<file path="config.mk">
export PLATFORM = sky130hd
export DESIGN_NAME = ahblite_uart_slave
export DESIGN_NICKNAME = d
export VERILOG_FILES = /design/src/rtl/ahblite_uart_slave_pkg.sv /design/src/rtl/uart_bit_timer.sv /design/src/rtl/ahblite_uart_slave.sv
export SDC_FILE = /design/constraint.sdc
export NUM_CORES = 1
export LEC_CHECK = 0
export BUFFER_PORTS_ARGS = -buffer_cell sky130_fd_sc_hd__buf_2
export CORE_ASPECT_RATIO = 0.75
export CORE_MARGIN = 8
export CORE_UTILIZATION = 46
export CTS_BUF_LIST = sky130_fd_sc_hd__clkbuf_4 sky130_fd_sc_hd__clkbuf_8
export DETAILED_ROUTE_END_ITERATION = 8
export PLACE_DENSITY = 0.81
export SLEW_MARGIN = 20
export SYNTH_ARGS = -nofsm -noshare
export SYNTH_HDL_FRONTEND = slang
export SYNTH_HIERARCHICAL = 1
export SYNTH_SLANG_ARGS = --single-unit
</file>
<file path="constraint.sdc">
create_clock -name HCLK -period 3.1 [get_ports HCLK]
set_input_delay 0 -clock HCLK [delete_from_list [all_inputs] [get_ports HCLK]]
set_output_delay 0 -clock HCLK [all_outputs]
set_load 0.05 [all_outputs]
</file>
<file path="src/rtl/ahblite_uart_slave_pkg.sv">
// Shared definitions for the AHB-lite UART responder: register offsets,
// STATUS bit positions and the TX/RX frame state encoding.
// Latency: n/a (definitions only). Backpressure: n/a.
package ahblite_uart_slave_pkg;

    // Register offsets as decoded from HADDR[3:2]
    localparam logic [1:0] ADDR_DATA   = 2'd0;
    localparam logic [1:0] ADDR_STATUS = 2'd1;
    localparam logic [1:0] ADDR_BAUD   = 2'd2;

    // STATUS register bit positions
    localparam int STAT_TX_BUSY  = 0;
    localparam int STAT_RX_VALID = 1;
    localparam int STAT_OVERRUN  = 2;
    localparam int STAT_TX_DONE  = 3;

    // Frame position, shared by the transmitter and the receiver
    typedef enum logic [1:0] {
        ST_IDLE  = 2'd0,
        ST_START = 2'd1,
        ST_DATA  = 2'd2,
        ST_STOP  = 2'd3
    } uart_state_e;

endpackage

</file>
<file path="src/rtl/uart_bit_timer.sv">
// Loadable 16-bit down counter that flags the last cycle of a bit period.
// Latency: load takes effect next cycle; tick is combinational from the count.
// Backpressure: none; the counter parks at zero with tick held high.
//
// Ports: HCLK/HRESETn clock and async reset, load + load_val reload the count,
//        tick is high while the count is zero.
module uart_bit_timer (
    input  logic        HCLK,
    input  logic        HRESETn,
    input  logic        load,
    input  logic [15:0] load_val,
    output logic        tick
);

    logic [15:0] cnt;

    always_ff @(posedge HCLK or negedge HRESETn) begin
        if (!HRESETn) begin
            cnt <= 16'd0;
        end else if (load) begin
            cnt <= load_val;
        end else if (cnt != 16'd0) begin
            cnt <= cnt - 16'd1;
        end
    end

    // Loading N-1 makes a period last N cycles, tick marking the final one
    assign tick = (cnt == 16'd0);

endmodule

</file>
<file path="src/rtl/ahblite_uart_slave.sv">
// AHB-lite UART responder: DATA/STATUS/BAUDDIV registers plus an 8N1 TX and RX.
// Latency: zero wait states; read data is combinational in the data phase.
// Backpressure: none; HREADYOUT is tied high and TX writes while busy are dropped.
//
// Ports: AHB-lite slave (HSEL, HADDR, HTRANS, HWRITE, HSIZE, HWDATA, HREADY,
//        HREADYOUT, HRESP, HRDATA), serial TXD/RXD, level interrupt UART_IRQ.
module ahblite_uart_slave
    import ahblite_uart_slave_pkg::*;
#(
    parameter logic [15:0] BAUD_DEFAULT = 16'd868,
    parameter logic [15:0] BAUD_MIN     = 16'd4
) (
    input  logic        HCLK,
    input  logic        HRESETn,
    input  logic        HSEL,
    input  logic [31:0] HADDR,
    input  logic [1:0]  HTRANS,
    input  logic        HWRITE,
    input  logic [2:0]  HSIZE,
    input  logic [31:0] HWDATA,
    input  logic        HREADY,
    output logic        HREADYOUT,
    output logic        HRESP,
    output logic [31:0] HRDATA,
    output logic        TXD,
    input  logic        RXD,
    output logic        UART_IRQ
);

    // ------------------------------------------------------------------
    // AHB address phase register
    // ------------------------------------------------------------------
    logic       trans_en;
    logic       wr_en;
    logic       rd_en;
    logic [1:0] addr_q;

    assign trans_en = HSEL & HREADY & HTRANS[1];

    always_ff @(posedge HCLK or negedge HRESETn) begin
        if (!HRESETn) begin
            wr_en  <= 1'b0;
            rd_en  <= 1'b0;
            addr_q <= 2'd0;
        end else if (trans_en) begin
            wr_en  <= HWRITE;
            rd_en  <= ~HWRITE;
            addr_q <= HADDR[3:2];
        end else begin
            wr_en  <= 1'b0;
            rd_en  <= 1'b0;
        end
    end

    logic wr_data;
    logic wr_status;
    logic wr_baud;
    logic rd_data;

    assign wr_data   = wr_en && (addr_q == ADDR_DATA);
    assign wr_status = wr_en && (addr_q == ADDR_STATUS);
    assign wr_baud   = wr_en && (addr_q == ADDR_BAUD);
    assign rd_data   = rd_en && (addr_q == ADDR_DATA);

    // Only the decoded address bits and the used byte lanes matter
    logic unused_bus_bits;
    assign unused_bus_bits = ^{HADDR[31:4], HADDR[1:0], HSIZE, HWDATA[31:16]};

    // ------------------------------------------------------------------
    // Baud divisor
    // ------------------------------------------------------------------
    logic [15:0] baud_q;

    always_ff @(posedge HCLK or negedge HRESETn) begin
        if (!HRESETn) begin
            baud_q <= BAUD_DEFAULT;
        end else if (wr_baud) begin
            baud_q <= (HWDATA[15:0] < BAUD_MIN) ? BAUD_MIN : HWDATA[15:0];
        end
    end

    // ------------------------------------------------------------------
    // Transmitter
    // ------------------------------------------------------------------
    uart_state_e tx_state;
    uart_state_e tx_state_d;
    logic        tx_load;
    logic        tx_tick;
    logic [7:0]  tx_shift;
    logic [2:0]  tx_bit_cnt;
    logic        tx_busy;
    logic        tx_done_sticky;

    // Reloads sample baud_q at each boundary, so a divisor change
    // applies from the next bit onward.
    uart_bit_timer u_tx_timer (
        .HCLK     (HCLK),
        .HRESETn  (HRESETn),
        .load     (tx_load),
        .load_val (baud_q - 16'd1),
        .tick     (tx_tick)
    );

    always_ff @(posedge HCLK or negedge HRESETn) begin
        if (!HRESETn) begin
            tx_state <= ST_IDLE;
        end else begin
            tx_state <= tx_state_d;
        end
    end

    always_comb begin
        tx_state_d = tx_state;
        tx_load    = 1'b0;
        case (tx_state)
            ST_IDLE: begin
                if (wr_data) begin
                    tx_state_d = ST_START;
                    tx_load    = 1'b1;
                end
            end
            ST_START: begin
                if (tx_tick) begin
                    tx_state_d = ST_DATA;
                    tx_load    = 1'b1;
                end
            end
            ST_DATA: begin
                if (tx_tick) begin
                    tx_load = 1'b1;
                    if (tx_bit_cnt == 3'd7) begin
                        tx_state_d = ST_STOP;
                    end
                end
            end
            ST_STOP: begin
                if (tx_tick) begin
                    tx_state_d = ST_IDLE;
                end
            end
            default: tx_state_d = ST_IDLE;
        endcase
    end

    always_ff @(posedge HCLK or negedge HRESETn) begin
        if (!HRESETn) begin
            tx_shift       <= 8'd0;
            tx_bit_cnt     <= 3'd0;
            tx_done_sticky <= 1'b0;
        end else begin
            // A DATA write while busy never reaches the shift register
            if (tx_state == ST_IDLE && wr_data) begin
                tx_shift <= HWDATA[7:0];
            end else if (tx_state == ST_DATA && tx_tick) begin
                tx_shift <= {1'b0, tx_shift[7:1]};
            end

            if (tx_state == ST_START && tx_tick) begin
                tx_bit_cnt <= 3'd0;
            end else if (tx_state == ST_DATA && tx_tick) begin
                tx_bit_cnt <= tx_bit_cnt + 3'd1;
            end

            // Completion outranks a simultaneous W1C
            if (tx_state == ST_STOP && tx_tick) begin
                tx_done_sticky <= 1'b1;
            end else if (wr_status && HWDATA[STAT_TX_DONE]) begin
                tx_done_sticky <= 1'b0;
            end
        end
    end

    assign tx_busy = (tx_state != ST_IDLE);

    // Decoded from state so the line falls back high the moment reset hits
    assign TXD = (tx_state == ST_START) ? 1'b0 :
                 (tx_state == ST_DATA)  ? tx_shift[0] : 1'b1;

    // ------------------------------------------------------------------
    // Receiver
    // ------------------------------------------------------------------
    logic        rx_s1;
    logic        rx_s2;
    logic        rx_prev;
    logic        rx_fall;
    uart_state_e rx_state;
    uart_state_e rx_state_d;
    logic        rx_load;
    logic        rx_tick;
    logic [15:0] rx_load_val;
    logic [7:0]  rx_shift;
    logic [2:0]  rx_bit_cnt;
    logic        rx_land;
    logic [7:0]  rx_byte;
    logic        rx_valid;
    logic        overrun;

    always_ff @(posedge HCLK or negedge HRESETn) begin
        if (!HRESETn) begin
            rx_s1   <= 1'b1;
            rx_s2   <= 1'b1;
            rx_prev <= 1'b1;
        end else begin
            rx_s1   <= RXD;
            rx_s2   <= rx_s1;
            rx_prev <= rx_s2;
        end
    end

    assign rx_fall = rx_prev & ~rx_s2;

    // Half a period from the falling edge lands on mid-start; whole
    // periods from there keep every later sample at mid-bit.
    assign rx_load_val = (rx_state == ST_IDLE) ? ((baud_q >> 1) - 16'd1)
                                               : (baud_q - 16'd1);

    uart_bit_timer u_rx_timer (
        .HCLK     (HCLK),
        .HRESETn  (HRESETn),
        .load     (rx_load),
        .load_val (rx_load_val),
        .tick     (rx_tick)
    );

    always_ff @(posedge HCLK or negedge HRESETn) begin
        if (!HRESETn) begin
            rx_state <= ST_IDLE;
        end else begin
            rx_state <= rx_state_d;
        end
    end

    always_comb begin
        rx_state_d = rx_state;
        rx_load    = 1'b0;
        case (rx_state)
            ST_IDLE: begin
                if (rx_fall) begin
                    rx_state_d = ST_START;
                    rx_load    = 1'b1;
                end
            end
            ST_START: begin
                if (rx_tick) begin
                    if (rx_s2) begin
                        // Line already back high at mid-start: a glitch
                        rx_state_d = ST_IDLE;
                    end else begin
                        rx_state_d = ST_DATA;
                        rx_load    = 1'b1;
                    end
                end
            end
            ST_DATA: begin
                if (rx_tick) begin
                    rx_load = 1'b1;
                    if (rx_bit_cnt == 3'd7) begin
                        rx_state_d = ST_STOP;
                    end
                end
            end
            ST_STOP: begin
                if (rx_tick) begin
                    rx_state_d = ST_IDLE;
                end
            end
            default: rx_state_d = ST_IDLE;
        endcase
    end

    // A bad stop bit simply never produces rx_land
    assign rx_land = (rx_state == ST_STOP) && rx_tick && rx_s2;

    always_ff @(posedge HCLK or negedge HRESETn) begin
        if (!HRESETn) begin
            rx_shift   <= 8'd0;
            rx_bit_cnt <= 3'd0;
            rx_byte    <= 8'd0;
            rx_valid   <= 1'b0;
            overrun    <= 1'b0;
        end else begin
            if (rx_state == ST_START && rx_tick) begin
                rx_bit_cnt <= 3'd0;
            end else if (rx_state == ST_DATA && rx_tick) begin
                rx_shift   <= {rx_s2, rx_shift[7:1]};
                rx_bit_cnt <= rx_bit_cnt + 3'd1;
            end

            // A landing byte beats a concurrent DATA read; overrun only
            // when the old byte was still unread.
            if (rx_land) begin
                rx_byte  <= rx_shift;
                rx_valid <= 1'b1;
            end else if (rd_data) begin
                rx_valid <= 1'b0;
            end

            if (rx_land && rx_valid && !rd_data) begin
                overrun <= 1'b1;
            end else if (wr_status && HWDATA[STAT_OVERRUN]) begin
                overrun <= 1'b0;
            end
        end
    end

    // ------------------------------------------------------------------
    // Read mux and fixed responses
    // ------------------------------------------------------------------
    always_comb begin
        HRDATA = 32'd0;
        if (rd_en) begin
            case (addr_q)
                ADDR_DATA: HRDATA = {24'd0, rx_byte};
                ADDR_STATUS: begin
                    HRDATA[STAT_TX_BUSY]  = tx_busy;
                    HRDATA[STAT_RX_VALID] = rx_valid;
                    HRDATA[STAT_OVERRUN]  = overrun;
                    HRDATA[STAT_TX_DONE]  = tx_done_sticky;
                end
                ADDR_BAUD: HRDATA = {16'd0, baud_q};
                default:   HRDATA = 32'd0;
            endcase
        end
    end

    assign HREADYOUT = 1'b1;
    assign HRESP     = 1'b0;
    assign UART_IRQ  = rx_valid | tx_done_sticky;

endmodule

</file>
Word-level counts from Yosys, hierarchy flattened:

Cells that the tools add are included.

* $add $sub $neg: 6
* muxes and demuxes: 46
* order comparisons: 1
* reduce and logical (&&, ||, !) cells: 37
* equal/unequal tests: 20
* bitwise gates (word level): 7

Operators with widths (count)
* 16-bit 2-to-1 mux: 7
* 16-bit by 1-bit subtractor with 16-bit output (second input constant): 3
* 16-bit logical NOT: 2
* 16-bit nonzero test: 2
* 12-bit case mux with 2 select lines: 1
* 2-bit 2-to-1 mux: 11
* 2-bit inequality test (second input constant): 10
* 2-bit nonzero test: 9
* 1-bit logical AND: 16
* 16-bit by 3-bit < comparator with 1-bit output (second input constant): 1
* 1-bit 2-to-1 mux: 16
* 8-bit 2-to-1 mux: 2
* 2-bit case mux with 4 select lines: 2
* 15-bit by 1-bit subtractor with 16-bit output (second input constant): 1
* 3-bit 2-to-1 mux: 4
* 4-bit case mux with 3 select lines: 1
* 2-bit == test (second input constant): 5
* 5-bit AND reduction: 2
* 3-bit by 1-bit adder with 3-bit output (second input constant): 2
* 2-bit by 1-bit == test with 1-bit output (second input constant): 3
* 3-bit == test (second input constant): 2
* 2-bit logical NOT: 3
* 1-bit bitwise AND: 3
* 1-bit inverter: 3
* other kinds (6): 6

* word-level logic and storage cells: 136
* register bits after elaboration: 92
* output and inout port bits: 36

Longest topological paths before layout:

Gate-level depths: netlist of run 1.

* depth after elaboration: 6
* depth in mapped cells: 13
* mapped depth without buffers: 10

By module:

The synthesis of run 1 kept the hierarchy.

Modules (own cells, without submodules)
* ahblite_uart_slave: sequential area each 1511.4 sq um, area each 3912.5 sq um, cells an instance 418, times used 1
* uart_bit_timer: sequential area each 400.4 sq um, area each 1006.0 sq um, cells an instance 104, times used 2

Least setup slack after synthesis of run 1:

Ideal clock, no wire load.

* path kind: register -> register
* from: register u_rx_timer.cnt[0]
* to: register u_rx_timer.cnt[6]
* path buffers: 3
* stages on the path, launching flop included: 13
* arrival: 2.865 ns
* required time: 2.958 ns
* setup time: 0.142 ns
* slack: 0.093 ns
* cells stage by stage: dfrtp_1 > inv_1 > ha_1 > nor3b_4 > nand3_2 > nor2_1 > and2_1 > clkbuf_1 > a21oi_1 > o21ai_0 > clkbuf_1 > clkbuf_1 > o221ai_1

* longest elaborated chain between the ends: 4
* elaborated cells between the ends (all ways): 9
* those cells by class: add/sub (1); mux (5); reduce/logical (3)

Ends and longest elaborated chain
* from (decl): RTL line uart_bit_timer.sv:15 `logic [15:0] cnt;`
* from (signal assigned): RTL line uart_bit_timer.sv:21 `cnt <= load_val;`
* from (signal assigned): RTL line uart_bit_timer.sv:23 `cnt <= cnt - 16'd1;`
* 16-bit logical NOT *: RTL line uart_bit_timer.sv:28 `assign tick = (cnt == 16'd0);`
* named net rx_tick: RTL line ahblite_uart_slave.sv:189 `logic rx_tick;`
* 1-bit 2-to-1 mux, on equally long branches: RTL line ahblite_uart_slave.sv:255, ahblite_uart_slave.sv:244
* 1-bit case mux with 3 select lines *: RTL line ahblite_uart_slave.sv:236 `case (rx_state)`
* named net rx_load: RTL line ahblite_uart_slave.sv:188 `logic rx_load;`
* 16-bit 2-to-1 mux or 2-bit nonzero test (tied branches)

Mark *: on every way through the listed nets, which the timed path passes. The rest lies on a longest branch. The select of a mux whose other input is x is not followed.
A chain may end at the register's enable or synchronous reset.

Worst setup path after layout of run 1:

* from: register u_rx_timer.cnt[7]
* to: register u_rx_timer.cnt[11]

The elaborated chain is that of the path after synthesis.

==> results by group, run 1 <==
Status
  – Outcome: finished, final reports clean

Flow run
  – Max-cap violations: 0

Floorplanning
  – Row count: 36
  – Core box area: 12,800 um2
  – Top Ports: 111
  – Chip width: 147 um
  – Chip height: 114 um
  – Initial core utilization: 0.463
  – Die area: 16,800 um2

Routing
  – WL final: 14,600 um
  – Router iterations before antenna repair: 5
  – Vias: 4,942
  – Number of vias per cell: 5.77
  – Routed Antenna Nets: 0
  – DRC violations left: 0
  – DR WL/cell: 17.1 um
  – DRT iter0 DRCs: 435

CTS
  – Total CTS buffers: 9
  – Root buf cell: clkbuf_8
  – CTS H-tree depth: 3
  – Clk buf depth: 2
  – Clock transition at path regs: 110 ps
  – Hold-fix buffers, CTS: 24
  – Clock sinks: 92
  – Number of setup buffers added after CTS: 0
  – Later-pin clock latency in the skew report: 380 ps
  – Cts repair resizes: 0
  – CTS tree: built

Logic synthesis
  – Syn avg cell area: 9.46 um2
  – Seq/Total Area, Yosys: 0.390
  – Asr flop ratio synth: 1.00
  – Cells after synthesis: 626
  – Top_reg_cell synth: dfrtp_1
  – Synth Register Bits: 92
  – Synth cell types: 63
  – Post-synth EDFFs: 0
  – Syn Std Cell Area: 5920 um2
  – Warning count from the yosys run: 6

STA
  – Slew @ Worst Pin: 767 ps
  – Final max-slew violation count: 0
  – Slew margin rel.: 0.484
  – # setup viols final: 0
  – Max Fclk: 369 MHz
  – Fin crit share: 0.875
  – Sum of negative setup slack: 0 ps
  – RSZ-0062 raised after global routing: no
  – Final hold violations: 0
  – Clock Skew: 11.6 ps
  – Setup ws final: 387 ps
  – Min cycle time layout: 2710 ps

Setup path
  – Reg2reg start: u_rx_timer/cnt[7]
  – Critical Path End Type: register
  – Reg-to-reg endpoint: u_rx_timer/cnt[11]
  – Crit path capture: u_rx_timer/cnt[11]
  – Arr. time, crit path: 3030 ps
  – Crit. Startpoint: u_rx_timer/cnt[7]
  – Critical Path RT: 3420 ps
  – CP Cell Sequence: nor4_4 > nand3_2 > nor2_1 > and2_1 > a21oi_1 > o21ai_2 > or3_1 > o211a_1
  – CP max stage cell: nor4_4
  – CP Max Fanout: 12
  – CP Class: register to register
  – Slowest stage delay, CP: 470 ps
  – Reg2reg setup slack: 390 ps
  – Worst R2R Path Depth: 8
  – Startpoint Class: register

Cells and area
  – Nets@finish: 769
  – Most frequent cells in the layout: dfrtp_1 (84), nand2_1 (56), nor2_1 (43), buf_2 (41), mux2_2 (34)
  – FILL cells: 1,094
  – Layout cells sized above 1: 0.203
  – Core Util, Final: 0.525
  – Post-Layout Cell Count: 856
  – Most common cell after layout, fill and taps aside: dfrtp_1
  – Area grow syn2layout: 13.4%
  – Ant. Diodes: 0

Placement
  – GP Congestion: 0.906
  – Number of port buffers: 42
  – Dpl ws: 423 ps
  – DP Cell Count: 816
  – HPWL after detailed placement: 10,300 um

Min path
  – Hold WC Path Type: primary input to asynchronous set/reset pin

GRT
  – Initial antenna violation count: 0
  – Number of global-route vias before repair: 4,868
  – Pin count of the biggest net entering global routing: 37
  – First-pass GRT wire length: 24,400 um
  – Aggregate global routing overflow: 0
  – Total GRT Usage: 0.176

Power
  – Total Power: 4.89 mW
  – Peak supply drop: 0.000452 V
  – Leakage power: 2.99 nW
  – Power per cell area: 727 nW/um2
## worst min-delay path by stage
| stage | start | endpoint | slack, ps | depth (start not counted) |
|---|---|---|---|---|
| 5_1_grt | HTRANS[1] | addr_q[0] | 100 | 3 |
| 3_5_place_dp | HRESETn | u_tx_timer/cnt[3] | -50 | 1 |
| 2_1_floorplan | HRESETn | asynchronous set/reset pin | -300 | 0 |
| 3_3_place_gp | HRESETn | u_tx_timer/cnt[2] | -60 | 1 |
| 6_report | HRESETn | tx_shift[2] | 100 | 2 |
| 4_1_cts | HTRANS[1] | addr_q[1] | 40 | 3 |
## where the power goes
group          total [mW]  internal [mW]  switching (mW)
clock network       0.960          0.477           0.483
logic                1.77          0.852           0.920
registers            2.15           1.57           0.583
total                4.89           2.90            1.99
## worst max-delay path: cells and delay by family (launching register included)
kind | cells | cell delay [ps]
flip-flops | 1 | 450
AO/OA/AOI/OAI | 3 | 640
AND/OR/NAND/NOR | 5 | 1540
## per-layer routing
layer / vias up / wire length [um] / global-route usage
li1: 2320 / - / -
met1: 2362 / 6730 / 0.238
met2: 227 / 6600 / 0.273
met3: 33 / 1000 / 0.0352
met4: 0 / 307 / 0.0637
met5: - / 0 / 0
## cells by family (layout without fill, tap and decap cells)
logic type      count (synthesis)  count (layout)  share of synthesized area
flops                          92              92                      0.390
other cells                     2              18                    0.00127
compound gates                125             125                      0.146
xor+xnor                       33              33                     0.0488
mux                            53              53                     0.0967
buf+inv                        77             120                     0.0644
simple gates                  230             230                      0.223
fa+ha+maj                      14              14                     0.0296
## metrics by stage
step | instance area [um2] | hold WS, ps
2_1_floorplan | 5980 | -296
3_3_place_gp | 6240 | -61.1
3_5_place_dp | 6240 | -45.8
4_1_cts | 6720 | 39.8
5_1_grt | 6720 | 104
6_report | 6720 | 100
## flip-flops by register name (all words and copies together) (netlist names), 2 cells and up, named ones only
signal,flops
tx_state,2
u_rx_timer/cnt,16
tx_shift,8
u_tx_timer/cnt,16
rx_bit_cnt,3
rx_byte,8
baud_q,16
tx_bit_cnt,3
rx_shift,8
addr_q,2
## area by class of cell
class	instances	area, um2	area share
multi-input cells	473	3300	0.491
flip-flops and latches	92	2310	0.344
repair buffers	83	581	0.0864
well taps	171	214	0.0318
clock buffers	9	124	0.0184
clock inverters	7	111	0.0166
inverters	21	78.8	0.0117
## synthesized netlist by cell type (5+ instances only)
master,n,share of area
nor4_2,6,0.013
mux2_2,34,0.065
o211a_1,14,0.024
o21ai_0,34,0.029
inv_1,21,0.013
nand4_1,7,0.0074
buf_2,8,0.0068
a21oi_1,22,0.019
nand3_1,14,0.012
ha_1,14,0.030
nor4_1,5,0.0053
a22oi_1,5,0.0063
o22ai_1,5,0.0053
nor3_1,17,0.014
a221oi_1,5,0.0074
nand2b_1,21,0.022
clkbuf_1,27,0.017
dfrtp_1,84,0.35
nand4b_1,6,0.0089
xor2_1,10,0.015
mux2i_1,19,0.032
xnor2_1,23,0.034
nor2b_1,9,0.0095
nand2_1,56,0.035
dfstp_2,8,0.035
buf_4,18,0.023
nor2_1,44,0.028
and3_1,12,0.013
No activity file was read; power rests on OpenSTA's default activity.
==> run 2: changes to the inputs <==
- PLACE_DENSITY: 0.81 -> 0.71
- RECOVER_POWER: not set -> 25
==> run 2 against run 1 <==
Net effect:
- sequential power about the same
- clock skew down 0.96 ps
- combinational power up 2%
- total power down 1.3%
- count of clock-buffer cells in the layout unchanged
- non-clock buffer count up 4
- utilization up 0.14 points
- hold slack worse by 49 ps
- die area unchanged
- critical path type unchanged
==> results by group, run 2 (synthesized netlist as in run 1, its figures left out) <==
Setup path
  – Critical Path RT: 3420 ps
  – CP Class: register to register
  – Startpoint Class: register
  – Reg2reg setup slack: 330 ps
  – Arr. time, crit path: 3090 ps
  – Reg2reg start: u_rx_timer/cnt[7]
  – Reg-to-reg endpoint: u_rx_timer/cnt[11]
  – CP Max Fanout: 12
  – Worst R2R Path Depth: 8
  – Critical Path End Type: register

CTS
  – Number of setup buffers added after CTS: 0
  – Root buf cell: clkbuf_8
  – Clk buf depth: 2
  – Clock sinks: 92
  – Total CTS buffers: 9
  – CTS H-tree depth: 3
  – Clock transition at path regs: 100 ps
  – CTS tree: built
  – Later-pin clock latency in the skew report: 380 ps

STA
  – Slew @ Worst Pin: 1340 ps
  – Slew margin rel.: 0.108
  – # setup viols final: 0
  – Sum of negative setup slack: 0 ps
  – Clock Skew: 10.6 ps
  – Final max-slew violation count: 0
  – Min cycle time layout: 2770 ps
  – Final hold violations: 0
  – Fin Hold WS: 51.2 ps
  – Fin crit share: 0.893
  – Max Fclk: 361 MHz
  – RSZ-0062 raised after global routing: no

GRT
  – First-pass GRT wire length: 24,500 um
  – Number of global-route vias before repair: 4,799
  – Initial antenna violation count: 0
  – Pin count of the biggest net entering global routing: 51
  – Aggregate global routing overflow: 0
  – Grt met3 use: 0.0407
  – Grt met1 use: 0.251
  – Total GRT Usage: 0.178
  – Most used routing layer: met2
  – Met2 usage: 0.271

Placement
  – Number of port buffers: 42
  – GP Congestion: 0.862
  – HPWL after detailed placement: 10,600 um
  – Dpl cell area: 6280 um2

Routing
  – Number of vias per cell: 5.73
  – DRT iter0 DRCs: 331
  – Routed Antenna Nets: 0
  – Vias: 4,930
  – Router iterations before antenna repair: 7
  – DR WL/cell: 17.0 um
  – DRC violations left: 0
  – WL final: 14,600 um

Min path
  – Hold endpoint: addr_q[1]
  – Hold WC Path Type: primary input to register
  – WHS Path Cells: 3
  – Hold path start: HTRANS[1]

Floorplanning
  – Die area: 16,800 um2
  – Initial core utilization: 0.463
  – Core box area: 12,800 um2
  – Chip width: 147 um
  – Row count: 36
  – Top Ports: 111
  – Chip height: 114 um

Cells and area
  – Core Util, Final: 0.527
  – Most frequent cells in the layout: dfrtp_1 (84), nand2_1 (56), nor2_1 (43), buf_2 (41), mux2_2 (34)
  – Final Cell Area: 6740 um2
  – Most common cell after layout, fill and taps aside: dfrtp_1
  – FILL cells: 1,117
  – Nets@finish: 773
  – Ant. Diodes: 0
  – Largest regs: baud_q (16), u_rx_timer/cnt (16), u_tx_timer/cnt (16)
  – Layout cells sized above 1: 0.206
  – Area grow syn2layout: 13.7%

Flow run
  – Max-cap violations: 0

Power
  – Peak supply drop: 0.000378 V
  – Leakage power: 3.00 nW
  – Power per cell area: 716 nW/um2

Status
  – Outcome: finished, final reports clean
==> run 2: power by group <==
group | leakage, nW | total [mW] | switching, mW | internal, mW
combinational | 1.77 | 1.81 | 0.943 | 0.868
sequential | 1.12 | 2.12 | 0.550 | 1.57
clock | 0.106 | 0.888 | 0.493 | 0.395
total | 3.00 | 4.82 | 1.99 | 2.83
==> run 2: how the worst max path moves through the flow <==
stage	from	to	slack (ps)	cells after the start
final	u_rx_timer/cnt[7]	u_rx_timer/cnt[11]	330	8
after global routing	u_rx_timer/cnt[7]	u_rx_timer/cnt[13]	160	8
after CTS	u_rx_timer/cnt[7]	u_rx_timer/cnt[11]	360	8
after detailed placement	u_rx_timer/cnt[7]	u_rx_timer/cnt[8]	400	8
after global placement	u_rx_timer/cnt[7]	u_rx_timer/cnt[13]	460	8
after floorplan	u_rx_timer/cnt[0]	u_rx_timer/cnt[6]	90	12
==> run 2: per-stage QoR <==
| stage | std cells | worst slack [ps] | power [mW] |
|---|---|---|---|
| 2_1_floorplan | 642 | 93.4 | 3.42 |
| 3_3_place_gp | 820 | 459 | 3.81 |
| 3_5_place_dp | 820 | 398 | 3.90 |
| 4_1_cts | 860 | 357 | 4.82 |
| 5_1_grt | 860 | 161 | 5.15 |
| 6_report | 860 | 333 | 4.82 |
==> run 2: what timing repair did <==
item | CTS | global route
gates resized for setup | 0 | 0
hold buffers | 24 | 0
endpoints found under the hold margin | 76 | 0
==> run 2: worst max-delay path, cell delays in order, from the launching register on <==
cell	delay [ps]
dfrtp_1	450
nor4_4	470
nand3_2	200
nor2_1	260
and2_1	310
a21oi_1	80
o21ai_2	400
or3_1	340
o211a_1	190
==> run 2: final cells by class <==
class | count | area [um2] | area share
clock buffers | 9 | 124 | 0.0184
clock inverters | 7 | 88.8 | 0.0132
inverters | 21 | 78.8 | 0.0117
multi-input cells | 473 | 3300 | 0.490
flip-flops and latches | 92 | 2310 | 0.343
well taps | 171 | 214 | 0.0318
repair buffers | 87 | 621 | 0.0921
==> run 2: routing by layer <==
metal | routed length [um] | up-vias
met1 | 7090 | 2419
met5 | 0 | -
li1 | - | 2329
met3 | 889 | 17
met2 | 6450 | 165
met4 | 152 | 0
==> run 3: changes to the inputs <==
- ABC_AREA: not set -> 1
- CORE_UTILIZATION: 46 -> 53
- PLACE_DENSITY: 0.71 -> 0.79
==> run 3 against run 2 <==
Net effect:
- the run now ends with capacitance limit, slew limit left
- critical endpoint is now u_rx_timer/cnt[12]
- clock skew is 2.2 ps higher
- hold slack worse by 22 ps
- first-iteration DRC count is 25% higher
- critical path depth is 5 higher
==> results by group, run 3 <==
Power
  – Flop pwr share: 0.388
  – Sw frac: 0.469
  – Clock share of power: 0.169
  – Int Pwr: 2.77 mW
  – Total Power: 5.21 mW
  – Power per cell area: 743 nW/um2
  – Net Sw Power: 2.44 mW
  – Comb power frac: 0.443
  – Leakage power: 3.68 nW
  – Peak supply drop: 0.000486 V

CTS
  – Root buf cell: clkbuf_8
  – CTS H-tree depth: 3
  – Clock transition at path regs: 100 ps
  – Clock sinks: 92
  – Cts repair resizes: 0
  – Total CTS buffers: 9
  – CTS tree: built
  – Clk buf depth: 2
  – Later-pin clock latency in the skew report: 380 ps

Setup path
  – Critical Path Most Common Cell: nand3_1
  – CP delay by family, top: simple AND/OR/NAND/NOR gates
  – Slowest stage delay, CP: 410 ps
  – Startpoint Class: register
  – CP max stage cell: dfrtp_1
  – Reg2reg setup slack: 550 ps
  – CP Cell Sequence: inv_1 > ha_1 > nand2_4 > nor2_4 > nand3_1 > nor3_1 > buf_4 > nand3_1 > nand3_1 > inv_1 > or2_2 > nand2_1 > nor2_1
  – CP Buf/Inv Count: 3
  – Critical Path RT: 3370 ps
  – Critical Path End Type: register
  – CP Class: register to register
  – Arr. time, crit path: 2820 ps
  – CP Max Fanout: 13

Floorplanning
  – Chip height: 110 um
  – Top Ports: 111
  – Row count: 34
  – Die area: 15,600 um2
  – Chip width: 142 um
  – Core box area: 11,600 um2
  – Initial core utilization: 0.543

GRT
  – Aggregate global routing overflow: 0
  – First-pass GRT wire length: 25,200 um
  – Total GRT Usage: 0.202
  – Initial antenna violation count: 0
  – Number of global-route vias before repair: 5,297
  – Pin count of the biggest net entering global routing: 38

STA
  – Max Fclk: 393 MHz
  – Slew @ Worst Pin: 2040 ps
  – Final max-slew violation count: 38
  – # setup viols final: 0
  – Slew margin rel.: -0.361
  – Final hold violations: 0
  – RSZ-0062 raised after global routing: no
  – Min cycle time layout: 2550 ps
  – Fin crit share: 0.821
  – Clock Skew: 12.8 ps
  – Sum of negative setup slack: 0 ps

Cells and area
  – Most common cell after layout, fill and taps aside: nand2_1
  – Layout cells sized above 1: 0.162
  – Nets@finish: 1,012
  – Ant. Diodes: 0
  – Most frequent cells in the layout: nand2_1 (265), inv_1 (111), dfrtp_1 (84), o21ai_0 (65), nand3_1 (62)
  – Area grow syn2layout: 11.7%
  – Post-Layout Cell Count: 1,090
  – Final Cell Area: 7010 um2
  – Largest regs: baud_q (16), u_rx_timer/cnt (16), u_tx_timer/cnt (16)

Logic synthesis
  – Seq/Total Area, Yosys: 0.368
  – Synth cell types: 43
  – Warning count from the yosys run: 6
  – Syn Std Cell Area: 6280 um2
  – Leading cell type by number of instances after synthesis: nand2_1
  – Synth Register Bits: 92
  – Post-synth top area share: 0.335
  – Asr flop ratio synth: 1.00
  – Top_reg_cell synth: dfrtp_1
  – Cells after synthesis: 857
  – Ranking of synthesized cells by area: dfrtp_1 (33%), nand2_1 (16%), inv_1 (6.6%)
  – Post-synth EDFFs: 0
  – Top cells by count, synth: nand2_1 (265), inv_1 (111), dfrtp_1 (84)
  – Syn avg cell area: 7.33 um2
  – Yosys top cell by area: dfrtp_1

Routing
  – DRT iter0 DRCs: 414
  – Number of vias per cell: 5.13
  – DR WL/cell: 13.8 um
  – Vias: 5,589
  – DRC violations left: 0
  – Router iterations before antenna repair: 5
  – WL final: 15,000 um
  – Routed Antenna Nets: 0

Placement
  – Number of port buffers: 42
  – Dpl cell area: 6570 um2
  – HPWL after detailed placement: 11,400 um
  – GP Congestion: 0.897
  – DP Cell Count: 1,050

Flow run
  – Max-cap violations: 1

Status
  – Failing checks: capacitance limit, slew limit
  – Outcome: complete, but fails checks

Min path
  – Hold WC Path Type: primary input to register
-- run 3: cell count changes in the layout (fill, tap and decap cells not counted), moves of 14 or more --
| cell | before | now |
|---|---|---|
| nor2_4 | 0 | 15 |
| a21oi_1 | 22 | 6 |
| inv_1 | 21 | 111 |
| o211a_1 | 14 | 0 |
| mux2i_1 | 19 | 0 |
| nand2_1 | 56 | 265 |
| nor2_1 | 43 | 57 |
| mux2_2 | 34 | 1 |
| nand3_1 | 14 | 62 |
| o21ai_0 | 33 | 65 |
| nand2b_1 | 21 | 0 |
| nor2_2 | 1 | 23 |
| xnor2_1 | 23 | 6 |
-- run 3: worst paths after layout --
check / to / startpoint / cells after the start
worst max register to register: u_rx_timer/cnt[12] / u_rx_timer/cnt[0] / 13
worst min-delay path: addr_q[1] / HSEL / 4
worst max-delay path: u_rx_timer/cnt[12] / u_rx_timer/cnt[0] / 13
worst min register to register: rx_s2 / rx_s1 / 0
max in group asynchronous: tx_state[1] / HRESETn / 3
min in group asynchronous: u_tx_timer/cnt[0] / HRESETn / 2
-- run 3: layout make-up --
cell class / count / area (um2)
multi-input cells: 629 / 3330
clock inverters: 7 / 88.8
fillers: 1057 / 4560
inverters: 115 / 432
flip-flops and latches: 92 / 2310
well taps: 162 / 203
repair buffers: 76 / 522
clock buffers: 9 / 124
-- run 3: cells by family after synthesis --
group | Yosys count | share of synthesized area
AO/OA/AOI/OAI | 98 | 0.0891
XOR/XNOR | 23 | 0.0357
adder cells (fa/ha/maj) | 14 | 0.0279
buffers and inverters | 152 | 0.111
flip-flops | 92 | 0.368
multiplexers | 1 | 0.00179
other | 2 | 0.00120
AND/OR/NAND/NOR | 475 | 0.365
-- run 3: what timing repair did --
action	4_1_cts	5_1_grt
buffers inserted	0	0
endpoints found under the setup margin	0	0
hold endpoints to repair	64	0
hold buffers	24	0
-- run 3: power groups by stage --
stage | logic (mW) | registers [mW] | clock network (mW)
floorplan | 1.91 | 1.89 | 0
global placement | 2.19 | 2.02 | 0
detailed placement | 2.24 | 2.03 | 0
CTS | 2.29 | 2.01 | 0.894
global route | 2.60 | 2.08 | 0.939
finish | 2.31 | 2.02 | 0.881
-- run 3: tightest hold or removal path: stages --
cell,delay (ps)
buf_2,80
nand3_1,130
nor2_1,120
a21oi_1,50
-- run 3: routing by layer --
layer / vias to the layer above / track usage / share of wire
li1: 2781 / - / -
met1: 2584 / 0.278 / 0.47
met2: 198 / 0.311 / 0.43
met4: 0 / 0.0550 / 0.014
met5: - / 0 / 0
met3: 26 / 0.0546 / 0.081
-- run 3: stage by stage --
step                hold WS [ps]   util  worst slack (ps)
CTS                         9.31  0.607               568
floorplan                   -296      -               592
global route                75.7  0.606               289
finish                      29.3  0.606               554
global placement           -4.02  0.567               601
detailed placement         -2.23  0.567               617
